--- src/rtl/fetch_align.sv ---
// Fetch-side aligner: queues fetch words as 16-bit parcels and hands decode one
// RVC or 32-bit instruction per cycle, with its PC and access-fault flag.
`timescale 1ns/1ps
module fetch_align #(
    parameter int unsigned FETCH_WIDTH = 64,
    parameter int unsigned DEPTH       = 8,
    parameter logic [31:0] RESET_PC    = 32'h0,
    parameter bit          RVC_EN      = 1'b1
) (
    input  logic                   clock,
    input  logic                   reset,
    input  logic                   flush,
    input  logic [31:0]            flush_pc,
    input  logic                   fetch_valid,
    output logic                   fetch_ready,
    input  logic [FETCH_WIDTH-1:0] fetch_data,
    input  logic                   fetch_error,
    output logic                   out_valid,
    input  logic                   out_ready,
    output logic [31:0]            out_instr,
    output logic [31:0]            out_pc,
    output logic                   out_rvc,
    output logic                   out_error
);

    localparam int unsigned FHW    = FETCH_WIDTH / 16;
    localparam int unsigned PTR_W  = $clog2(DEPTH);
    localparam int unsigned CNT_W  = PTR_W + 1;
    localparam int unsigned SKIP_W = $clog2(FHW);
    localparam logic [SKIP_W-1:0] RESET_SKIP = RESET_PC[SKIP_W:1];

    typedef struct packed {
        logic        err;
        logic [15:0] data;
    } parcel_t;

    parcel_t           queue_q [DEPTH];
    parcel_t           queue_d [DEPTH];
    logic [PTR_W-1:0]  rd_ptr_q, rd_ptr_d;
    logic [PTR_W-1:0]  wr_ptr_q, wr_ptr_d;
    logic [CNT_W-1:0]  count_q, count_d;
    logic [31:0]       pc_q, pc_d;
    logic [SKIP_W-1:0] skip_q, skip_d;

    parcel_t           h0, h1;
    logic              head_rvc;
    logic [1:0]        consume;
    logic              push, pop;
    logic [CNT_W-1:0]  push_n;
    logic [PTR_W-1:0]  wr_idx;

    assign fetch_ready = !reset && ((CNT_W'(DEPTH) - count_q) >= CNT_W'(FHW));
    assign out_pc      = pc_q;

    // Instruction extraction from the two head parcels
    always_comb begin
        h0        = queue_q[rd_ptr_q];
        h1        = queue_q[rd_ptr_q + PTR_W'(1)];
        head_rvc  = RVC_EN && (h0.data[1:0] != 2'b11);
        out_valid = 1'b0;
        out_instr = 32'h0;
        out_rvc   = 1'b0;
        out_error = 1'b0;
        consume   = 2'd0;
        if (h0.err) begin
            out_valid = (count_q >= CNT_W'(1));
            out_error = 1'b1;
            out_rvc   = 1'b1;
            consume   = 2'd1;
        end else if (head_rvc) begin
            out_valid = (count_q >= CNT_W'(1));
            out_instr = {16'h0, h0.data};
            out_rvc   = 1'b1;
            consume   = 2'd1;
        end else begin
            out_valid = (count_q >= CNT_W'(2));
            out_error = h1.err;
            out_instr = h1.err ? 32'h0 : {h1.data, h0.data};
            consume   = 2'd2;
        end
    end

    // Queue, pointer and PC update; flush overrides any same-cycle handshake
    always_comb begin
        push     = fetch_valid && fetch_ready && !flush;
        pop      = out_valid && out_ready && !flush;
        push_n   = push ? (CNT_W'(FHW) - CNT_W'(skip_q)) : '0;
        queue_d  = queue_q;
        wr_idx   = wr_ptr_q;
        if (push) begin
            for (int unsigned i = 0; i < FHW; i++) begin
                if (SKIP_W'(i) >= skip_q) begin
                    wr_idx = wr_ptr_q + PTR_W'(i) - PTR_W'(skip_q);
                    queue_d[wr_idx].err  = fetch_error;
                    queue_d[wr_idx].data = fetch_data[16*i +: 16];
                end
            end
        end
        wr_ptr_d = wr_ptr_q + PTR_W'(push_n);
        rd_ptr_d = rd_ptr_q + (pop ? PTR_W'(consume) : '0);
        count_d  = count_q + push_n - (pop ? CNT_W'(consume) : '0);
        pc_d     = pop ? (pc_q + 32'({consume, 1'b0})) : pc_q;
        skip_d   = push ? '0 : skip_q;
        if (flush) begin
            count_d  = '0;
            rd_ptr_d = wr_ptr_q;
            wr_ptr_d = wr_ptr_q;
            pc_d     = flush_pc;
            skip_d   = flush_pc[SKIP_W:1];
        end
    end

    always_ff @(posedge clock) begin
        if (reset) begin
            rd_ptr_q <= '0;
            wr_ptr_q <= '0;
            count_q  <= '0;
            pc_q     <= RESET_PC;
            skip_q   <= RESET_SKIP;
        end else begin
            rd_ptr_q <= rd_ptr_d;
            wr_ptr_q <= wr_ptr_d;
            count_q  <= count_d;
            pc_q     <= pc_d;
            skip_q   <= skip_d;
        end
    end

    // Parcel storage needs no reset: count gates every read
    always_ff @(posedge clock) begin
        queue_q <= queue_d;
    end

endmodule

--- config.mk ---
export PLATFORM = sky130hd
export DESIGN_NAME = fetch_align
export DESIGN_NICKNAME = d
export VERILOG_FILES = /design/src/rtl/fetch_align.sv
export SDC_FILE = /design/constraint.sdc
export NUM_CORES = 1
export LEC_CHECK = 0
export ABC_AREA = 1
export ABC_CLOCK_PERIOD_IN_PS = 30300
export CAP_MARGIN = 15
export CORE_MARGIN = 2
export CORE_UTILIZATION = 35
export DETAILED_ROUTE_END_ITERATION = 10
export PLACE_DENSITY = 0.57
export SLEW_MARGIN = 40
export SYNTH_ARGS = -nofsm -noshare
export SYNTH_HDL_FRONTEND = slang
export SYNTH_SLANG_ARGS = --single-unit
--- constraint.sdc ---
create_clock -name clock -period 30.3 [get_ports clock]
set_clock_uncertainty 0.2 [all_clocks]
set_input_delay 4.545 -clock clock [delete_from_list [all_inputs] [get_ports clock]]
set_output_delay 4.545 -clock clock [all_outputs]
set_load 0.05 [all_outputs]
==> results.md, run 1 <==
- The placed cell area is around 0.017 mm².
- Counting every net in the synthesized netlist gives 2211.
- The gate count after technology mapping is approximately 2100.
- The accumulated negative setup slack is 0 ns.
- The critical path data required time is 25.56 ns.
- The worst setup path is launched from a primary input.
- The clock net in this run drives a total of 180 sinks.
- In this run the cell area of the synthesized design comes to 0.0147 mm².
- The routed length on met1 is 25.6 mm.
- The combinational power share is 0.325.
- The maximum clock path buffer count is 2.
- The net switching component of the power is between 300 and 400 µW.
- The post-route antenna net violation count is 0.
- The layout cell share with drive strength beyond 1 is 0.0478.
- The post-synthesis average cell area is 7.06 µm².
- The top-level I/O count is between 150 and 200.
- Traced cell by cell, the critical path runs through clkdlybuf4s50_1 -> buf_4 -> clkinv_1 -> nand2_1 -> inv_1 -> clkdlybuf4s50_1.
- The die extent in y is around 210 µm.
- For this run, design rule violations remaining after detail routing come to 0.
- The via-per-instance ratio is about 6.
- The synthesized design contains between 150 and 200 register bits.
- The share of total power consumed by net switching is 0.374.
- Internal power comes to 518 µW.
- The reported leakage power is between 0.006 and 0.007 µW.
- The number of enable-type register cells in the synthesized netlist is between 100 and 150.
- The kind of critical path is primary input to primary output.
- Of the available clock period, the critical path in the final layout requires 0.375.
- After detailed routing, the average wire length per cell comes to around 24 µm.
- The worst voltage drop across the vdd grid is 0.0398 mV.
- The deepest level of the CTS H-tree is 4.
- The largest single stage delay on the critical path is around 0.70 ns.
- The initial antenna violation count is 1.
- At the later pin of the worst-skew pair, clock insertion delay measures 0.47 ns.
- The largest net degree at the start of global routing is between 80 and 90.
- Wires add up to about 66 mm.
- The die covers approximately 0.044 mm².
- The via count of the first global-routing pass is around 15000.
- The routed length on met3 is a little under 8 mm.
- The worst slew margin relative to its limit is 0.436.
- The final-report hold violation count was 0.
- The run finished with clean final reports.
- For this design the ratio of total power to cell area is 47.5 mW/mm².
- The instance count along the most critical hold path is 2.
- The number of standard-cell rows in the floorplan is between 70 and 80.
- The top layer reached by signal wires is met4.
- The post-cts resize count is 0.
- For this run, the register share of the synthesized area comes to 0.338.
- Hold is met by about 0.28 ns.
- The worst min-delay path startpoint is out_pc[0].
- The initial utilization of the core area, before any placement, comes to 0.353.
- The synthesis warning total is 0.
- The first global-routing pass estimated about 96 mm of wire.
- Clock-pin slew was measured on the worst setup and hold paths at around 0.070 ns.
- The endpoint identified for the worst register-to-register timing path is out_pc[21].
- Summed over all instances, the cell type with the most area after synthesis is sky130_fd_sc_hd__edfxtp_1.
- Based on the critical path, the design can be clocked at up to 88.1 MHz.
- The worst setup path is captured at a primary output.
- The slew of the pin with the lowest slew margin is 0.845 ns.
- The fraction of registers with async set/reset is 0.
- The routed layout has approximately 17000 vias.
- Once layout is complete, the cells apart from fillers number approximately 2700.
- Detailed placement ended at an HPWL of 41.3 mm.
- The finished layout cell area is ~0.017 mm².
- The final count of pins violating max slew is 0.
- The growth of design area from synthesis to finish is 18.4%.
- Across all register-to-register paths, the minimum setup slack is ~24 ns.
- The clock root buffer master is sky130_fd_sc_hd__clkbuf_16.
- The number of setup buffers added after CTS is 0.
- The largest individual stage delay along the critical path comes from the cell sky130_fd_sc_hd__clkdlybuf4s50_1.
- The global-route usage over all layers is 0.294.
- The number of buffers inserted for hold repair after clock tree synthesis is 0.
- By area the synthesized netlist is led by sky130_fd_sc_hd__edfxtp_1, sky130_fd_sc_hd__nand2_1, sky130_fd_sc_hd__o21ai_0, sky130_fd_sc_hd__o211ai_1, sky130_fd_sc_hd__dfxtp_1.
- Setup repair after global routing left no endpoint under its margin.
- The share of synthesized area in the top cell type comes to 0.278.
- Data arrives at the worst endpoint at 6.60 ns.
- By instance count, the cell type seen most on the critical path is sky130_fd_sc_hd__clkdlybuf4s50_1.
- By count the netlist is led by sky130_fd_sc_hd__nand2_1, sky130_fd_sc_hd__o21ai_0, sky130_fd_sc_hd__nor2_1.
- In this run the worst path has a maximum fanout of 35.
- The dominant cell by count in the synthesized netlist is sky130_fd_sc_hd__nand2_1.
- Among all flip-flop cells after synthesis, the most frequent one is sky130_fd_sc_hd__edfxtp_1.
- The proportion of power drawn by the clock network is 0.305.
- The final weighted congestion of routability-driven global placement is roughly 0.9.
- The CTS tree is built.
- The final layout contains ~2300 nets.
- The horizontal die dimension is roughly 210 µm.
- Port buffering added 169 buffers.
- The first-iteration detailed-routing DRC count is about 2500.
- The number of placed instances, taps included, is roughly 2700.
- The classification of the worst-slack hold path is flop to flop.
- The total overflow left after global routing is 0.
- The worst hold path terminates at out_pc[0].
- Counting I/O delays and the setup requirement, the final critical path takes about 11 ns.
- For the worst flop-to-flop path, the logic depth is 20.
- The sequential share of power is 0.370.
- Across the run, the number of max-cap violations was 0.
- The final-report setup violation count is 0.
- Counting distinct cell types in the post-synthesis netlist gives 35.
- The clock buffer count from CTS is 17.
- In this run the critical register-to-register path is launched from rd_ptr_q[0].
- The pre-antenna-repair detailed-routing pass consisted of 7 iterations.
- The core outline area is 0.0417 mm².
- The routed length on met2 is between 20 and 30 mm.
==> sequential cells by signal, indices dropped and copies added (netlist names) <==
| name | count |
|---|---|
| count_q | 4 |
| out_pc | 32 |
| queue_q | 136 |
| rd_ptr_q | 3 |
| skip_q | 2 |
| wr_ptr_q | 3 |
==> cells in the final DEF (no fill, tap or decap), types with 2 or more instances in the layout <==
cell	count
sky130_fd_sc_hd__inv_1	162
sky130_fd_sc_hd__clkinv_2	3
sky130_fd_sc_hd__inv_2	9
sky130_fd_sc_hd__nand3b_1	5
sky130_fd_sc_hd__nand2_2	11
sky130_fd_sc_hd__xnor2_1	17
sky130_fd_sc_hd__clkinv_1	3
sky130_fd_sc_hd__clkbuf_16	17
sky130_fd_sc_hd__buf_4	41
sky130_fd_sc_hd__diode_2	2
sky130_fd_sc_hd__clkdlybuf4s50_1	169
sky130_fd_sc_hd__buf_6	2
sky130_fd_sc_hd__nand4_1	7
sky130_fd_sc_hd__nand3_2	3
sky130_fd_sc_hd__clkinvlp_4	3
sky130_fd_sc_hd__edfxtp_1	136
sky130_fd_sc_hd__o221ai_1	76
sky130_fd_sc_hd__inv_6	3
sky130_fd_sc_hd__xor2_1	15
sky130_fd_sc_hd__nand3_1	90
sky130_fd_sc_hd__o21ai_0	311
sky130_fd_sc_hd__fa_1	6
sky130_fd_sc_hd__dfxtp_1	42
sky130_fd_sc_hd__o21bai_1	46
sky130_fd_sc_hd__bufinv_16	4
sky130_fd_sc_hd__nor2_1	194
sky130_fd_sc_hd__nor3_1	9
sky130_fd_sc_hd__o21ai_1	5
sky130_fd_sc_hd__ha_1	20
sky130_fd_sc_hd__o211ai_1	159
sky130_fd_sc_hd__a21oi_1	96
sky130_fd_sc_hd__o22ai_1	76
sky130_fd_sc_hd__nand2_1	423
==> stage by stage <==
stage                util  worst slack [ns]  power [µW]
finish              0.418             18.95         827
global route        0.418             18.82         855
CTS                 0.418             18.95         820
detailed placement  0.403             18.95         572
global placement    0.402             18.95         567
floorplan               -             16.84         477
==> layer usage <==
layer	up-vias	global-route usage
li1	7561	-
met1	7821	0.374
met2	1115	0.460
met3	226	0.0756
met4	0	0.151
met5	-	0
==> cell type report <==
type / count / area [µm²]
fill: 4350 / 24300
multi-input combinational: 1576 / 8460
sequential: 180 / 4970
timing repair buffer: 212 / 2020
tap: 539 / 674
inverter: 175 / 658
clock buffer: 17 / 425
clock inverter: 15 / 204
antenna: 2 / 5.00
==> cells by family after synthesis <==
group | share of synthesized area
buffers and inverters | 0.0892
xor gates and xnor gates | 0.0202
AOI/OAI and AO/OA | 0.324
and+or+nand+nor | 0.204
DFF | 0.338
adders and majority gates | 0.0252
==> power by group through the flow <==
stage	combinational [µW]	clock (µW)	sequential (µW)
2_1_floorplan	160	0	318
5_1_grt	287	261	307
3_3_place_gp	257	0	310
3_5_place_dp	261	0	311
6_report	269	252	306
4_1_cts	262	253	305
==> worst max-delay path, delay by kind of cell <==
family                 cells  cell delay (ns)
buffers and inverters      5             1.90
and+or+nand+nor            1             0.15
==> how the worst max path moves through the flow <==
stage / startpoint / end / depth (start not counted)
after floorplan: reset / count_q[3] / 12
after global placement: reset / fetch_ready / 6
after detailed placement: reset / fetch_ready / 6
after CTS: reset / fetch_ready / 6
after global routing: reset / fetch_ready / 6
final: reset / fetch_ready / 6
(Power assumes the default switching activity.)
==> run 2: changes to the inputs <==
ABC_CLOCK_PERIOD_IN_PS = 10200   (was 30300)
PLACE_DENSITY = 0.59   (was 0.57)
clock period = 10.2 ns   (was 30.3 ns; I/O delays follow)
==> run 2 against run 1 <==
Critical path depth rose by 4. Wire length rose by 0.53%. Non-clock buffer count fell by 9. Clock power rose to 2.8 times the previous value. Register-to-register slack got worse by 20 ns. Global-route usage rose by 0.53 points. Utilization fell by 0.15 points. Flip-flop and latch count did not move. Combinational power rose to 3.0 times the previous value. Clock-buffer cell count rose by 1. Final area fell by 0.36%. Critical path type is now flop to primary output.
==> results.md, run 2 (synthesis gave the netlist of run 1 again) <==
- The run finished with clean final reports.
- The minimum clock period is 6.30 ns.
- The growth of design area from synthesis to finish is 18.0%.
- The critical path data required time was 8.47 ns (-17.09 ns).
- The post-route antenna net violation count was 0 (unchanged).
- The final total power is 2420 µW (+190%).
- STA classifies the critical path startpoint as a flop.
- The reported leakage power came to 0.00657 µW (-0.63%).
- The DRC violation count after routing is 0 (unchanged).
- The number of nets in the final layout is 2281 (-0.39%).
- The source-to-sink clock delay at the later pin of the worst-skew pair came to 0.48 ns (about the same).
- The max-cap check violation count came to 0 (unchanged).
- The deepest level of the CTS H-tree was 4 (unchanged).
- The layout cell share with drive strength beyond 1 is 0.0471 (-0.000725).
- The post-detailed-placement half-perimeter wirelength is 41.1 mm (-0.39%).
- The number of buffers inserted by post-CTS setup repair is 0 (unchanged).
- The initial antenna violation count was 1 (unchanged).
- The finished layout cell area is 0.0174 mm² (-0.36%).
- The number of buffers inserted for hold repair after clock tree synthesis is 0 (unchanged).
- The number of flip-flops under the largest register name is 136 (unchanged).
- The final worst hold slack came to 0.278 ns (-0.00382 ns).
- The type of destination of the critical path is a primary output.
- The via-per-instance ratio is 6.23 (+1.2%).
- The register with the most flip-flops is queue_q.
- The global-route wire length before repair is 98.2 mm (+1.8%).
- The horizontal die dimension came to 209 µm (unchanged).
- The instance count along the most critical hold path came to 2 (unchanged).
- The core outline area is 0.0417 mm² (unchanged).
- The total wirelength of the detailed-routed design is 66.6 mm (+0.53%).
- The die extent in y came to 209 µm (unchanged).
- The worst voltage drop across the vdd grid is 0.112 mV (+180%).
- The final-report setup violation count was 0 (unchanged).
- The slew of the pin with the lowest slew margin is 0.936 ns (+0.0911 ns).
- The worst slew margin relative to its limit is 0.376 (-0.0601).
- The top-level I/O count is 170 (unchanged).
- The clock buffer count from CTS is 17 (unchanged).
- The filler-free cell count of the finished design was 2707 (-0.33%).
- The classification of the worst-slack hold path is flop to flop.
- The number of instances in the placed design is 2672 (-0.37%).
- The number of filler instances in the final layout is 4294 (-1.3%).
- The post-cts resize count is 0 (unchanged).
- The number of cells traversed by the worst register-to-register path came to 20 (unchanged).
- The final weighted congestion of routability-driven global placement came to 0.931 (+3.6%).
- The accumulated negative setup slack is 0 ns (unchanged).
- The number of standard-cell rows in the floorplan is 75 (unchanged).
- The placed cell area was 0.0167 mm² (-0.25%).
- The maximum clock path buffer count came to 2 (unchanged).
- The areal power density over the cells is 139 mW/mm² (+190%).
- The average wire per cell in the routed design is 24.6 µm (+0.87%).
- The final count of pins violating max slew is 0 (unchanged).
- The starting utilization of the core area is 0.353 (unchanged).
- The kind of critical path is flop to primary output.
- The via count of the first global-routing pass was 15700 (+1.4%).
- The count of buffers inserted at the top-level ports came to 169 (unchanged).
- The final period utilization is 0.618.
- The aggregate global routing overflow was 0 (unchanged).
- The die area came to 0.0437 mm² (unchanged).
- The most frequent standard cell in the layout excluding fill and tap cells is sky130_fd_sc_hd__nand2_1.
- The first-pass iteration count of the detailed router is 6 (-1).
- The final-report hold violation count was 0 (unchanged).
- The clock input transition at the sequential cells of the worst setup and hold paths was 0.08 ns (about the same).
- The largest net degree at the start of global routing is 141 (+62%).
- Setup repair after global routing left no endpoint under its margin.
- The global-route usage over all layers came to 0.299 (+0.00530).
- The arrival time reported for the critical path endpoint was 4.57 ns (-2.03 ns).
- The CTS tree is built.
- The critical-path maximum fanout came to 84 (+140%).
- The overall via count from detail_route is 16900 (+0.88%).
- In the layout the commonest cells are sky130_fd_sc_hd__nand2_1, sky130_fd_sc_hd__o21ai_0, sky130_fd_sc_hd__nor2_1.
- The first-iteration detailed-routing DRC count came to 2251 (-10%).
- The clock root buffer master is sky130_fd_sc_hd__clkbuf_16.
- The number of sinks handled by clock tree synthesis is 180 (unchanged).
- For this run, the top clock speed supported by timing is 159 MHz.
## run 2: cell types whose count changed in the layout (fill, tap and decap cells not counted), sizes merged
cell / change
clkbuf: +1
clkinv: +2
inv: -2
clkinvlp: +1
bufinv: -2
buf: -9
## run 2: per-stage QoR
| stage | utilization | setup slack, ns |
|---|---|---|
| 3_5_place_dp | 0.402 | 4.36 |
| 5_1_grt | 0.416 | 3.62 |
| 2_1_floorplan | - | 2.34 |
| 4_1_cts | 0.416 | 3.85 |
| 3_3_place_gp | 0.401 | 4.44 |
| 6_report | 0.416 | 3.90 |
## run 2: final timing paths
| kind | from | to | slack, ns |
|---|---|---|---|
| min | out_pc[0] | out_pc[0] | 0.28 |
| min reg2reg | out_pc[0] | out_pc[0] | 0.28 |
| max | rd_ptr_q[0] | out_instr[16] | 3.90 |
| max reg2reg | rd_ptr_q[0] | out_pc[21] | 4.83 |
## run 2: critical path, cell delays in order, from the launching register on
cell and delay, ns:
sky130_fd_sc_hd__dfxtp_4 0.68, sky130_fd_sc_hd__clkinv_2 0.62, sky130_fd_sc_hd__buf_4 0.56, sky130_fd_sc_hd__nand2_1 0.15
sky130_fd_sc_hd__nand3_1 0.08, sky130_fd_sc_hd__nand2_1 0.10, sky130_fd_sc_hd__nand2_1 0.05, sky130_fd_sc_hd__nand2_1 0.13
sky130_fd_sc_hd__nand3_2 0.55, sky130_fd_sc_hd__nor2_1 0.30, sky130_fd_sc_hd__clkdlybuf4s50_1 0.83
## run 2: final cells by class
cell class / instances / area (µm²) / share of cell area
Antenna cell: 2 / 5.00 / 0.000288
Clock buffer: 18 / 429 / 0.0247
Clock inverter: 14 / 154 / 0.00887
Inverter: 175 / 658 / 0.0379
Multi-Input combinational cell: 1576 / 8490 / 0.489
Sequential cell: 180 / 4970 / 0.286
Tap cell: 539 / 674 / 0.0389
Timing Repair Buffer: 203 / 1970 / 0.114
## run 2: per-layer routing
layer / track usage / part of all wire / vias up
met4: 0.133 / 0.044 / 0
met1: 0.407 / 0.40 / 7951
met5: 0 / 0 / -
li1: - / - / 7551
met3: 0.0730 / 0.13 / 196
met2: 0.450 / 0.43 / 1172
## run 2: report_power, final
group | internal [µW] | switching, µW | total [µW]
clock network | 363 | 340 | 703
logic | 260 | 541 | 801
registers | 865 | 46.4 | 911
